`config.mk`:
```
export PLATFORM = sky130hd
export DESIGN_NAME = nw_score_engine_flat
export DESIGN_NICKNAME = d
export VERILOG_FILES = /design/src/rtl/nw_score_engine_if.sv /design/src/rtl/nw_score_engine.sv /design/src/flat_wrapper.sv
export SDC_FILE = /design/constraint.sdc
export NUM_CORES = 1
export LEC_CHECK = 0
export CAP_MARGIN = 20
export CORE_ASPECT_RATIO = 0.9
export CORE_MARGIN = 8
export CORE_UTILIZATION = 30
export CTS_CLUSTER_SIZE = 8
export DETAILED_ROUTE_END_ITERATION = 16
export HOLD_SLACK_MARGIN = 0.06
export SLEW_MARGIN = 20
export SYNTH_ARGS = -nofsm -noshare
export SYNTH_HDL_FRONTEND = slang
export SYNTH_SLANG_ARGS = --single-unit
```
`constraint.sdc`:
```
create_clock -name clk -period 17.97 [get_ports clk]
set_input_delay 3.594 -clock clk [delete_from_list [all_inputs] [get_ports clk]]
set_output_delay 3.594 -clock clk [all_outputs]
set_load 0.03 [all_outputs]
```
`src/rtl/nw_score_engine_if.sv`:
```
// Job/result handshake bundle for nw_score_engine: the host drives the job and
// out_ready, and the engine drives in_ready, busy, out_valid and the score.
interface nw_score_engine_if #(
  parameter int MAXLEN = 16,
  parameter int CWIDTH = 2,
  parameter int SWIDTH = 16,
  parameter int LWIDTH = $clog2(MAXLEN + 1)
) ();
  logic                       in_valid;
  logic                       in_ready;
  logic [MAXLEN*CWIDTH-1:0]   s1;
  logic [MAXLEN*CWIDTH-1:0]   s2;
  logic [LWIDTH-1:0]          len1;
  logic [LWIDTH-1:0]          len2;
  logic                       mode;
  logic                       busy;
  logic                       out_valid;
  logic                       out_ready;
  logic signed [SWIDTH-1:0]   score;

  modport master (
    output in_valid, s1, s2, len1, len2, mode, out_ready,
    input  in_ready, busy, out_valid, score
  );

  modport slave (
    input  in_valid, s1, s2, len1, len2, mode, out_ready,
    output in_ready, busy, out_valid, score
  );
endinterface

```
`src/rtl/nw_score_engine.sv`:
```
// Sequential Needleman-Wunsch / Smith-Waterman scorer: a single scoring cell
// sweeps the DP matrix row by row, keeping only one row of H in registers.
module nw_score_engine #(
  parameter int        MAXLEN   = 16,
  parameter int        CWIDTH   = 2,
  parameter int        SWIDTH   = 16,
  parameter int        LWIDTH   = $clog2(MAXLEN + 1),
  parameter int signed MATCH    = 1,
  parameter int signed MISMATCH = -1,
  parameter int signed INDEL    = -1
) (
  input  logic              clk,
  input  logic              reset,
  nw_score_engine_if.slave  bus
);

  typedef enum logic [1:0] {IDLE, ROW, CELL, DONE} state_t;

  state_t state, stateNext;

  logic [MAXLEN*CWIDTH-1:0] s1r, s2r;
  logic [LWIDTH-1:0]        len1r, len2r, i, j;
  logic                     modeR, outValid;
  logic signed [SWIDTH-1:0] H [0:MAXLEN];
  logic signed [SWIDTH-1:0] diag, best, scoreReg;

  logic                     accept, zeroJob, lastCol, lastRow;
  logic [LWIDTH-1:0]        len1c, len2c;
  logic [CWIDTH-1:0]        charA, charB;
  logic signed [SWIDTH-1:0] sub, hDiag, hUp, hLeft, h, bestNext;

  assign bus.in_ready  = (state == IDLE);
  assign bus.busy      = (state == ROW) || (state == CELL);
  assign bus.out_valid = outValid;
  assign bus.score     = scoreReg;

  assign accept  = bus.in_valid && (state == IDLE);
  assign len1c   = (bus.len1 > LWIDTH'(MAXLEN)) ? LWIDTH'(MAXLEN) : bus.len1;
  assign len2c   = (bus.len2 > LWIDTH'(MAXLEN)) ? LWIDTH'(MAXLEN) : bus.len2;
  assign zeroJob = (len1c == '0) || (len2c == '0);
  assign lastCol = (j >= len2r);
  assign lastRow = (i >= len1r);

  always_ff @(posedge clk or posedge reset) begin
    if (reset) state <= IDLE;
    else       state <= stateNext;
  end

  always_comb begin
    stateNext = state;
    unique case (state)
      IDLE:    if (accept) stateNext = zeroJob ? DONE : ROW;
      ROW:     stateNext = CELL;
      CELL:    if (lastCol) stateNext = lastRow ? DONE : ROW;
      DONE:    if (outValid && bus.out_ready) stateNext = IDLE;
      default: stateNext = IDLE;
    endcase
  end

  // One DP cell: diag is H[i-1][j-1], H[j] still holds row i-1, H[j-1] already holds row i.
  always_comb begin
    charA    = s1r[CWIDTH*(int'(i) - 1) +: CWIDTH];
    charB    = s2r[CWIDTH*(int'(j) - 1) +: CWIDTH];
    sub      = (charA == charB) ? SWIDTH'(MATCH) : SWIDTH'(MISMATCH);
    hDiag    = diag + sub;
    hUp      = H[j] + SWIDTH'(INDEL);
    hLeft    = H[j - 1'b1] + SWIDTH'(INDEL);
    h        = hDiag;
    if (hUp > h)            h = hUp;
    if (hLeft > h)          h = hLeft;
    if (modeR && (h < 0))   h = '0;
    bestNext = (h > best) ? h : best;
  end

  always_ff @(posedge clk or posedge reset) begin
    if (reset) begin
      s1r      <= '0;
      s2r      <= '0;
      len1r    <= '0;
      len2r    <= '0;
      modeR    <= 1'b0;
      i        <= '0;
      j        <= '0;
      diag     <= '0;
      best     <= '0;
      scoreReg <= '0;
      outValid <= 1'b0;
      for (int k = 0; k <= MAXLEN; k++) H[k] <= '0;
    end else begin
      unique case (state)
        IDLE: begin
          if (accept) begin
            s1r   <= bus.s1;
            s2r   <= bus.s2;
            len1r <= len1c;
            len2r <= len2c;
            modeR <= bus.mode;
            i     <= LWIDTH'(1);
            best  <= '0;
            for (int k = 0; k <= MAXLEN; k++)
              H[k] <= bus.mode ? '0 : SWIDTH'(k * INDEL);
            if (zeroJob)
              scoreReg <= bus.mode ? '0 : SWIDTH'((int'(len1c) + int'(len2c)) * INDEL);
          end
        end
        ROW: begin
          diag <= H[0];
          H[0] <= modeR ? '0 : SWIDTH'(int'(i) * INDEL);
          j    <= LWIDTH'(1);
        end
        CELL: begin
          diag <= H[j];
          H[j] <= h;
          if (modeR) best <= bestNext;
          if (!lastCol) begin
            j <= j + 1'b1;
          end else if (!lastRow) begin
            i <= i + 1'b1;
          end else begin
            scoreReg <= modeR ? bestNext : h;
            outValid <= 1'b1;
          end
        end
        DONE: begin
          // A zero-length job reaches DONE on the accept edge; out_valid follows one edge later.
          if (!outValid)              outValid <= 1'b1;
          else if (bus.out_ready)     outValid <= 1'b0;
        end
        default: ;
      endcase
    end
  end

endmodule

```
`src/flat_wrapper.sv`:
```
// flat-port wrapper written by rule: the top's interface ports become plain ports
module nw_score_engine_flat 
#(
  parameter int        MAXLEN   = 16,
  parameter int        CWIDTH   = 2,
  parameter int        SWIDTH   = 16,
  parameter int        LWIDTH   = $clog2(MAXLEN + 1),
  parameter int signed MATCH    = 1,
  parameter int signed MISMATCH = -1,
  parameter int signed INDEL    = -1
)
  (clk, reset, bus_in_valid, bus_s1, bus_s2, bus_len1, bus_len2, bus_mode, bus_out_ready, bus_in_ready, bus_busy, bus_out_valid, bus_score);
  nw_score_engine_if #(.MAXLEN(MAXLEN), .CWIDTH(CWIDTH), .SWIDTH(SWIDTH), .LWIDTH(LWIDTH)) bus_i ();
  input  logic clk;
  input  logic reset;
  input wire logic [$bits(bus_i.in_valid)-1:0] bus_in_valid;
  input wire logic [$bits(bus_i.s1)-1:0] bus_s1;
  input wire logic [$bits(bus_i.s2)-1:0] bus_s2;
  input wire logic [$bits(bus_i.len1)-1:0] bus_len1;
  input wire logic [$bits(bus_i.len2)-1:0] bus_len2;
  input wire logic [$bits(bus_i.mode)-1:0] bus_mode;
  input wire logic [$bits(bus_i.out_ready)-1:0] bus_out_ready;
  output wire logic [$bits(bus_i.in_ready)-1:0] bus_in_ready;
  output wire logic [$bits(bus_i.busy)-1:0] bus_busy;
  output wire logic [$bits(bus_i.out_valid)-1:0] bus_out_valid;
  output wire logic [$bits(bus_i.score)-1:0] bus_score;
  assign bus_i.in_valid = bus_in_valid;
  assign bus_i.s1 = bus_s1;
  assign bus_i.s2 = bus_s2;
  assign bus_i.len1 = bus_len1;
  assign bus_i.len2 = bus_len2;
  assign bus_i.mode = bus_mode;
  assign bus_i.out_ready = bus_out_ready;
  assign bus_in_ready = bus_i.in_ready;
  assign bus_busy = bus_i.busy;
  assign bus_out_valid = bus_i.out_valid;
  assign bus_score = bus_i.score;
  nw_score_engine #(.MAXLEN(MAXLEN), .CWIDTH(CWIDTH), .SWIDTH(SWIDTH), .LWIDTH(LWIDTH), .MATCH(MATCH), .MISMATCH(MISMATCH), .INDEL(INDEL)) u_core (.clk(clk), .reset(reset), .bus(bus_i));
endmodule
```
# After elaboration in Yosys (flattened, before gate mapping)
# Index checks and enable logic that the tools add are counted.
[totals]
regBits = 408
inputBits = 79
output_inout_bits = 19
word_cells = 153
[classes]
n_addsub = 11
order_cmp = 11
eq_ne = 12
shift = 2
n_mux = 64
bitwise = 2
reduce_logical = 22
[op_table]
columns = ["cell", "count"]
rows = [
  ["2-to-1 mux 16 bit", 35],
  ["case mux 256 bit (2 select lines)", 1],
  ["bitwise mux 272 bit", 1],
  ["2-to-1 mux 272 bit", 1],
  ["binary-select mux 16 bit (select 5 bit)", 2],
  ["case mux 16 bit (2 select lines)", 3],
  ["demux 16 bit (select 5 bit)", 1],
  ["variable part select 32 x 32 -> 2 bit", 2],
  ["greater-than comparator 16 bit", 3],
  ["case mux 16 bit (3 select lines)", 1],
  ["adder 16 x 1 -> 16 bit, second input constant", 2],
  ["2-to-1 mux 5 bit", 6],
  ["case mux 5 bit (2 select lines)", 2],
  ["adder 16 bit", 1],
  ["< comparator 16 x 1 -> 1 bit, second input constant", 1],
  ["negator 16 bit", 1],
  ["negator 5 -> 16 bit", 1],
  [">= comparator 6 bit, second input constant", 2],
  ["!= test 2 x 1 -> 1 bit, second input constant", 6],
  ["NOT 5 -> 6 bit", 2],
  ["subtractor 5 x 1 -> 6 bit, second input constant", 2],
  ["adder 5 x 1 -> 5 bit, second input constant", 2],
  [">= comparator 5 bit", 2],
  ["greater-than comparator 5 bit, second input constant", 2],
  ["other kinds (21)", 42],
]

# Depth between registers and ports, before layout
# Gate-level depths: netlist of run 1.
[depth]
ltp_word = 18
ltp_mapped = 59
ltp_nobuf = 48

# Worst setup path before layout of run 1
# No wires, ideal clock.
[synth_timing]
path_kind = "register to register"
startpoint = "register u_core.j[1]"
endpoint = "register u_core.scoreReg[4], in the netlist u_core.bus.score[4]"
setup_ns = 0.077
arrival_ns = 11.907
required_ns = 17.893
setup_slack_ns = 5.986
stages_incl_launch_ff = 57
path_buffers = 12
period_less_slack_ns = 11.984
cell_sequence = "dfrtp_1 -> buf_4 -> buf_6 -> buf_6 -> buf_2 -> buf_2 -> inv_1 -> ha_1 -> buf_2 -> mux4_2 -> mux4_2 -> nor4_1 -> nor3_1 -> or3_1 -> inv_1 -> ha_1 -> a21o_1 -> nor4_1 -> [... 21 more ...] -> o21a_1 -> clkbuf_1 -> a311oi_1 -> a211oi_1 -> nand2_1 -> buf_2 -> inv_1 -> ha_1 -> a21o_1 -> a21o_1 -> a21o_1 -> a21oi_1 -> nor2b_1 -> o31ai_1 -> nor2b_1 -> clkbuf_1 -> a221oi_1 -> a21oi_1"
[synth_between]
elab_chain_len = 18
word_cells_on_any_way = 32
cone_classes = "add/sub (5); order compare (5); eq/ne (2); shift (1); mux (15); bitwise (2); reduce/logical (2)"
[synth_lines]
columns = ["element", "line", "rtl"]
rows = [
  ["start, declared", "nw_score_engine.sv:22", "logic [LWIDTH-1:0] len1r, len2r, i, j;"],
  ["start signal, assigned", "nw_score_engine.sv:116", "j <= j + 1'b1;"],
  ["subtractor 5 x 1 -> 6 bit / NOT 5 -> 6 bit (equally long branches)", "nw_score_engine.sv:63, nw_score_engine.sv:66", ""],
  ["variable part select 32 x 32 -> 2 bit / binary-select mux 16 bit (select 5 bit) (equally long branches)", "nw_score_engine.sv:63, nw_score_engine.sv:66", ""],
  ["equality test 2 bit / 2-to-1 mux 16 bit (equally long branches)", "nw_score_engine.sv:64, nw_score_engine.sv:66", ""],
  ["2-to-1 mux 16 bit (on tied branches)", "nw_score_engine.sv:64, nw_score_engine.sv:66", ""],
  ["adder 16 bit / adder 16 x 1 -> 16 bit (equally long branches)", "nw_score_engine.sv:65, nw_score_engine.sv:66", ""],
  ["greater-than comparator 16 bit", "nw_score_engine.sv:69", "if (hUp > h) h = hUp;"],
  ["2-to-1 mux 16 bit", "nw_score_engine.sv:69", ""],
  ["greater-than comparator 16 bit", "nw_score_engine.sv:70", "if (hLeft > h) h = hLeft;"],
  ["[... 2 more ...]", "n/a", ""],
  ["logical AND 1 bit", "nw_score_engine.sv:71", "if (modeR && (h < 0)) h = '0;"],
  ["2-to-1 mux 16 bit", "nw_score_engine.sv:71", ""],
  ["greater-than comparator 16 bit", "nw_score_engine.sv:72", "bestNext = (h > best) ? h : best;"],
  ["2-to-1 mux 16 bit", "nw_score_engine.sv:72", ""],
  ["2-to-1 mux 16 bit", "nw_score_engine.sv:120", "scoreReg <= modeR ? bestNext : h;"],
  ["2-to-1 mux 16 bit", "nw_score_engine.sv:117", "end else if (!lastRow) begin"],
  ["2-to-1 mux 16 bit", "nw_score_engine.sv:115", "if (!lastCol) begin"],
  ["case mux 16 bit (2 select lines)", "nw_score_engine.sv:90", "unique case (state)"],
  ["end signal, assigned", "nw_score_engine.sv:103", "scoreReg <= bus.mode ? '0 : SWIDTH'((int'(len1c) + int'(len2c)) * INDEL);"],
  ["end signal, assigned", "nw_score_engine.sv:120", ""],
  ["end, declared", "nw_score_engine.sv:25", "logic signed [SWIDTH-1:0] diag, best, scoreReg;"],
]
# Several ways; a longest one is shown, not always the timed one. The select of a mux whose other input is x is not followed.
# A chain may end at the register's enable or synchronous reset.

# Final worst setup path of run 1
[layout_timing]
startpoint = "register u_core.j[0]"
endpoint = "register u_core.scoreReg[0], in the netlist u_core.bus.score[0]"
# Same word-level chain as after synthesis.

==> results.py, run 1 <==
metrics = {
    "run_status": {
        "status": "finished clean",
    },
    "worst_setup_path": {
        "crit_top_cell": "ha_1",
        "r2r_end": "u_core.bus.score[0]$_DFFE_PP0P_",
        "cp.arrival_ps": 15780,
        "reg2regPathDepth": 45,
        "crit_path_end_kind": "flip-flop",
        "reg2reg_slack_ps": 2690,
        "crit_fanout": 39,
        "reg2reg_from": "u_core.j[0]$_DFFE_PP0P_",
        "startpoint": "u_core.j[0]$_DFFE_PP0P_",
        "critPathLaunchType": "flip-flop",
        "required_ps": 18470,
        "cp_slowest_cell": "dfrtp_4",
        "slowest_delay_ps": 820,
        "critical_path_class": "flip-flop to flip-flop",
        "crit_path_end": "u_core.bus.score[0]$_DFFE_PP0P_",
    },
    "timing": {
        "finalCritPeriodShare_pct": 85.0,
        "fin_skew_ps": 66.1,
        "fin_crit_ps": 15280,
        "worst_pin_slew_ps": 1090,
        "fmax_mhz": 65.4,
        "final.setup.tns_ps": 0,
        "setup_violations": 0,
        "rsz0062_at_grt": "no",
        "slew_headroom_pct": 27.2,
        "slew_viol_final": 0,
        "hold_violations": 0,
    },
    "floorplan": {
        "die_w_um": 326,
        "dieArea_sq_um": 96300,
        "fp-row-count": 102,
        "core-area_sq_um": 85900,
        "pin_count": 98,
        "die_h_um": 295,
        "start_util_pct": 30.3,
    },
    "place": {
        "gp_congestion": 0.934,
        "io_buffers": 97,
        "dp_hpwl_um": 64800,
        "dp_cells": 3613,
        "dpl_cell_area_sq_um": 27800,
    },
    "global_routing": {
        "grt.met1_usage_pct": 26.2,
        "grtUsageTotal_pct": 18.6,
        "grt_use_met2_pct": 27.6,
        "grt_pass1_wl_um": 140000,
        "gr-usage-met3_pct": 4.07,
        "grt_antenna_before_repair": 2,
        "overflow": 0,
        "grt_pass1_vias": 21000,
        "grt_max_degree": 225,
        "globalRoute.busiestLayer": "met2",
    },
    "final_layout": {
        "layout.cells.most_common_list": "dfrtp_1 (406), a21oi_1 (271), nand2_1 (197), o21ai_0 (154), mux4_2 (107)",
        "area_growth_pct": 13.0,
        "n_fill_cell": 8691,
        "nNetsFinal": 2704,
        "final_util_pct": 34.2,
        "multi_input_area_sq_um": 14500,
        "drive_above_1_share_pct": 14.4,
        "final_cell_area_sq_um": 29400,
        "final_common_cell": "dfrtp_1",
        "stdcell_count": 3679,
        "regArea_sq_um": 10200,
    },
    "detailed_routing": {
        "drt-initial-drc-count": 2597,
        "drt_drc_violations_left": 0,
        "wire_per_inst_um": 25.2,
        "avgViaCountPerCell": 5.94,
        "wl_um": 92900,
        "detail-route-antenna-nets": 0,
        "num_vias": 21900,
        "drt_pass1_iterations": 5,
    },
    "yosys": {
        "synth.net_count": 2708,
        "ys.flop_type": "dfrtp_1",
        "async_flop_share_pct": 100,
        "netlist_top_cells_area": "dfrtp_1 (39%), mux4_2 (9.3%), a21oi_1 (5.2%)",
        "syn_avg_cell_area_sq_um": 10.3,
        "netlist_instances": 2533,
        "seq_area_frac_synth_pct": 39.3,
        "synth_area_leader_cell": "dfrtp_1",
        "ys_seq_elements": 408,
        "syn_area_sq_um": 26000,
        "synth.distinct_cells": 91,
        "yosys_warnings": 0,
        "synth-edff-count": 0,
        "synth_top_area_share_pct": 39.3,
    },
    "clock_tree": {
        "cts_buffers": 57,
        "insertion_delay_ps": 640,
        "postCtsHoldBufs": 0,
        "clkTransAtPathRegs_ps": 60,
        "post_cts_buffers": 0,
        "numClockSinks": 408,
        "cts_max_level": 2,
        "cts_tree": "done",
        "cts_root_buffer": "clkbuf_16",
        "clk_path_buf_depth": 3,
        "cts_resized": 0,
    },
    "min_path": {
        "worstHoldPathType": "flip-flop to flip-flop",
    },
    "job": {
        "max-cap-violations": 0,
    },
}
## registers in the layout, indices dropped and copies added (netlist names)
register and flops:
u_core.j 5, u_core.state 2, u_core.bus.out_valid 1, u_core.s1r 32
u_core.len1r 5, u_core.i 5, u_core.modeR 1, u_core.diag 16
u_core.bus.score 16, u_core.len2r 5, u_core.H 272, u_core.s2r 32
u_core.best 16
## worst min path at each step
stage	startpoint	endpoint	slack [ps]	cells after the start
after floorplan	u_core.len1r[1]$_DFFE_PP0P_	u_core.len1r[1]$_DFFE_PP0P_	450	2
after global placement	u_core.len1r[1]$_DFFE_PP0P_	u_core.len1r[1]$_DFFE_PP0P_	470	2
after detailed placement	u_core.len1r[1]$_DFFE_PP0P_	u_core.len1r[1]$_DFFE_PP0P_	480	2
after CTS	u_core.len2r[1]$_DFFE_PP0P_	u_core.len2r[1]$_DFFE_PP0P_	500	2
after global routing	u_core.s1r[3]$_DFFE_PP0P_	u_core.s1r[3]$_DFFE_PP0P_	510	1
final	u_core.len2r[1]$_DFFE_PP0P_	u_core.len2r[1]$_DFFE_PP0P_	490	2
## kinds of logic (layout without fill, tap and decap cells)
kind of cell,after synthesis,count (layout),share of synthesized area [%]
compound gates,824,824,20.7
xor+xnor,47,47,1.61
fa+ha+maj,96,96,4.68
buf+inv,284,285,5.04
flops,408,408,39.3
mux,299,299,17.2
other cells,0,1,0
simple gates,575,575,11.5
## synth_stat cells (all sizes together), types with 39 or more instances
| cell type | number |
|---|---|
| buf | 79 |
| mux4 | 109 |
| nand2 | 200 |
| mux2 | 86 |
| ha | 94 |
| clkbuf | 126 |
| a221o | 71 |
| o31ai | 39 |
| nand3 | 50 |
| dfrtp | 408 |
| a21oi | 273 |
| o21ai | 223 |
| inv | 78 |
| nor2 | 103 |
| mux2i | 104 |
## metal layers
layer  wire length, um  vias to the layer above
met5                25                        -
met4              3960                        4
li1                  -                     9548
met2             40100                     1140
met1             40000                    10900
met3              8740                      212
## final cells by class
type	instances	area share (%)
well taps	1144	4.87
clock inverters	4	0.256
flip-flops and latches	408	34.8
diodes	1	0.00852
repair buffers	142	4.57
clock buffers	60	4.96
multi-input cells	1841	49.5
inverters	79	1.03
## critical path: cells and delay by family (launching register included)
kind                     cells  cell delay, ps
buffers and inverters        5            2230
multiplexers                 1             610
adder cells (fa/ha/maj)      5            1990
XOR/XNOR                     2             940
AO/OA/AOI/OAI               15            4510
AND/OR/NAND/NOR             17            4020
flip-flops                   1             820
## through the flow
stage                     setup WS, ps  hold slack [ps]
after floorplan                   3020              450
after global placement            3170              474
after detailed placement          2920              481
after CTS                         2830              495
after global routing              1540              513
final                             2690              491
Power of run 1 is left out: the tool's default activity adds up to more than one toggle a clock period on the data nets, which glitch-free logic cannot reach.
==> inputs of run 2 (changes only) <==
RECOVER_POWER = 100   (was default)
==> run 2 against run 1 <==
Effect of this change:
- the run now ends with capacitance limit, slew limit left
- critical path type unchanged
- first-iteration DRC count up 7.6%
- global-route usage did not move
- fmax down 3.3%
- clock-buffer cell count unchanged
- non-clock buffer count unchanged
- clock skew is 0.95 ps higher
- sequential share of layout area grew 0.20 points
==> results.py, run 2 (synthesized netlist as in run 1, its figures left out) <==
metrics = {
    "global_routing": {
        "grt_antenna_before_repair": 3,
        "grt_use_met2_pct": 27.6,
        "gr-usage-met3_pct": 4.07,
        "grt.met1_usage_pct": 26.2,
        "grtUsageTotal_pct": 18.6,
        "globalRoute.busiestLayer": "met2",
        "grt_pass1_vias": 21000,
        "grt_max_degree": 225,
        "overflow": 0,
        "grt_pass1_wl_um": 140000,
    },
    "floorplan": {
        "die_w_um": 326,
        "fp-row-count": 102,
        "start_util_pct": 30.3,
        "dieArea_sq_um": 96300,
        "core-area_sq_um": 85900,
        "die_h_um": 295,
        "pin_count": 98,
    },
    "worst_setup_path": {
        "critPathTopFamily": "compound AO/OA/AOI/OAI gates",
        "crit_top_cell": "ha_1",
        "crit_buf_inv": 5,
        "required_ps": 18470,
        "r2r_end": "u_core.bus.score[0]$_DFFE_PP0P_",
        "cp_slowest_cell": "clkbuf_1",
        "reg2regPathDepth": 45,
        "crit_path_end_kind": "flip-flop",
        "critPathLaunchType": "flip-flop",
        "crit_fanout": 39,
        "reg2reg_slack_ps": 2160,
        "slowest_delay_ps": 1080,
        "critical_path_class": "flip-flop to flip-flop",
        "reg2reg_from": "u_core.j[0]$_DFFE_PP0P_",
        "cp.depth": 45,
        "cp.arrival_ps": 16310,
    },
    "clock_tree": {
        "clkTransAtPathRegs_ps": 60,
        "post_cts_buffers": 0,
        "clk_path_buf_depth": 3,
        "cts_max_level": 2,
        "cts_resized": 0,
        "cts_buffers": 57,
        "insertion_delay_ps": 650,
        "cts_tree": "done",
        "numClockSinks": 408,
        "cts_root_buffer": "clkbuf_16",
        "postCtsHoldBufs": 0,
    },
    "timing": {
        "slew_viol_final": 582,
        "whs_ps": 491,
        "worst_pin_slew_ps": 4440,
        "fmax_mhz": 63.3,
        "setup_slack_ps": 2160,
        "final.setup.tns_ps": 0,
        "rsz0062_at_grt": "no",
        "fin_crit_ps": 15810,
        "setup_violations": 0,
        "fin_skew_ps": 67.1,
        "finalCritPeriodShare_pct": 88.0,
        "slew_headroom_pct": -196,
        "hold_violations": 0,
    },
    "place": {
        "post-place-ws_ps": 2920,
        "gp_congestion": 0.934,
        "dp_cells": 3613,
        "dp_hpwl_um": 64800,
        "io_buffers": 97,
    },
    "run_status": {
        "status": "finished, violations left",
        "violations": "capacitance limit, slew limit",
    },
    "detailed_routing": {
        "avgViaCountPerCell": 5.94,
        "wl_um": 92800,
        "drt_drc_violations_left": 0,
        "drt-initial-drc-count": 2794,
        "drt_pass1_iterations": 6,
        "detail-route-antenna-nets": 0,
        "num_vias": 21900,
        "wire_per_inst_um": 25.2,
    },
    "min_path": {
        "worstHoldPathType": "flip-flop to flip-flop",
        "hold_end": "u_core.len2r[1]$_DFFE_PP0P_",
        "hold_path_startpoint": "u_core.len2r[1]$_DFFE_PP0P_",
        "hold_path_depth": 2,
    },
    "final_layout": {
        "n_fill_cell": 8715,
        "area_growth_pct": 12.4,
        "regMostFlops": "u_core.H",
        "nNetsFinal": 2704,
        "drive_above_1_share_pct": 13.1,
        "largestRegisters": "u_core.H: 272 flops, u_core.s1r: 32 flops, u_core.s2r: 32 flops",
        "stdcell_count": 3679,
        "layout.cells.most_common_list": "dfrtp_1 (406), a21oi_1 (271), o21ai_0 (215), nand2_1 (200), mux4_2 (107)",
        "final_common_cell": "dfrtp_1",
        "largest_reg_flops": 272,
    },
    "job": {
        "max-cap-violations": 9,
    },
}
## run 2: cell count changes in the layout (fill, tap and decap cells not counted), moves of 3 or more
cell             before  now
o21ai_1              60    8
dlygate4sd3_1         0   22
and2_0                0    3
buf_4                41   29
nand2_1             197  200
clkdlybuf4s50_1      97   75
clkbuf_1              1   14
o21ai_0             154  215
o21ai_2               9    0
and2_1               22   19
## run 2: cell type report
| class | count | area (sq um) | share of cell area [%] |
|---|---|---|---|
| flip-flops and latches | 408 | 10200 | 35.0 |
| inverters | 79 | 298 | 1.02 |
| clock inverters | 4 | 75.1 | 0.257 |
| multi-input cells | 1841 | 14400 | 49.4 |
| diodes | 1 | 2.50 | 0.00857 |
| well taps | 1144 | 1430 | 4.90 |
| repair buffers | 142 | 1290 | 4.42 |
| clock buffers | 60 | 1460 | 4.99 |
## run 2: how the worst max path moves through the flow
stage,start,to,slack (ps)
5_1_grt,u_core.j[0]$_DFFE_PP0P_,u_core.bus.score[0]$_DFFE_PP0P_,940
3_5_place_dp,u_core.j[0]$_DFFE_PP0P_,u_core.bus.score[0]$_DFFE_PP0P_,2920
2_1_floorplan,reset,u_core.H[0]$_DFFE_PP0P_,3020
4_1_cts,u_core.j[0]$_DFFE_PP0P_,u_core.bus.score[0]$_DFFE_PP0P_,2830
3_3_place_gp,u_core.j[0]$_DFFE_PP0P_,u_core.bus.score[0]$_DFFE_PP0P_,3170
6_report,u_core.j[0]$_DFFE_PP0P_,u_core.bus.score[0]$_DFFE_PP0P_,2160
## run 2: routing by layer
| metal | up-vias | wire, um |
|---|---|---|
| met1 | 10900 | 39900 |
| li1 | 9534 | - |
| met3 | 226 | 8840 |
| met2 | 1197 | 39900 |
| met4 | 2 | 4190 |
| met5 | - | 13 |
## run 2: worst register-to-register path: cells and delay by family, from the launching register on
kind	cells	cell delay, ps
flip-flops	1	820
XOR/XNOR	2	950
AND/OR/NAND/NOR	17	4000
adder cells (fa/ha/maj)	5	1980
AO/OA/AOI/OAI	15	4400
buffers and inverters	5	2850
multiplexers	1	690
## run 2: metrics by stage
stage | util [%] | instance area [sq um]
2_1_floorplan | - | 26000
3_3_place_gp | 32.4 | 27800
3_5_place_dp | 32.4 | 27800
4_1_cts | 34.2 | 29300
5_1_grt | 34.0 | 29200
6_report | 34.0 | 29200
Power of run 2 is left out for the same reason.
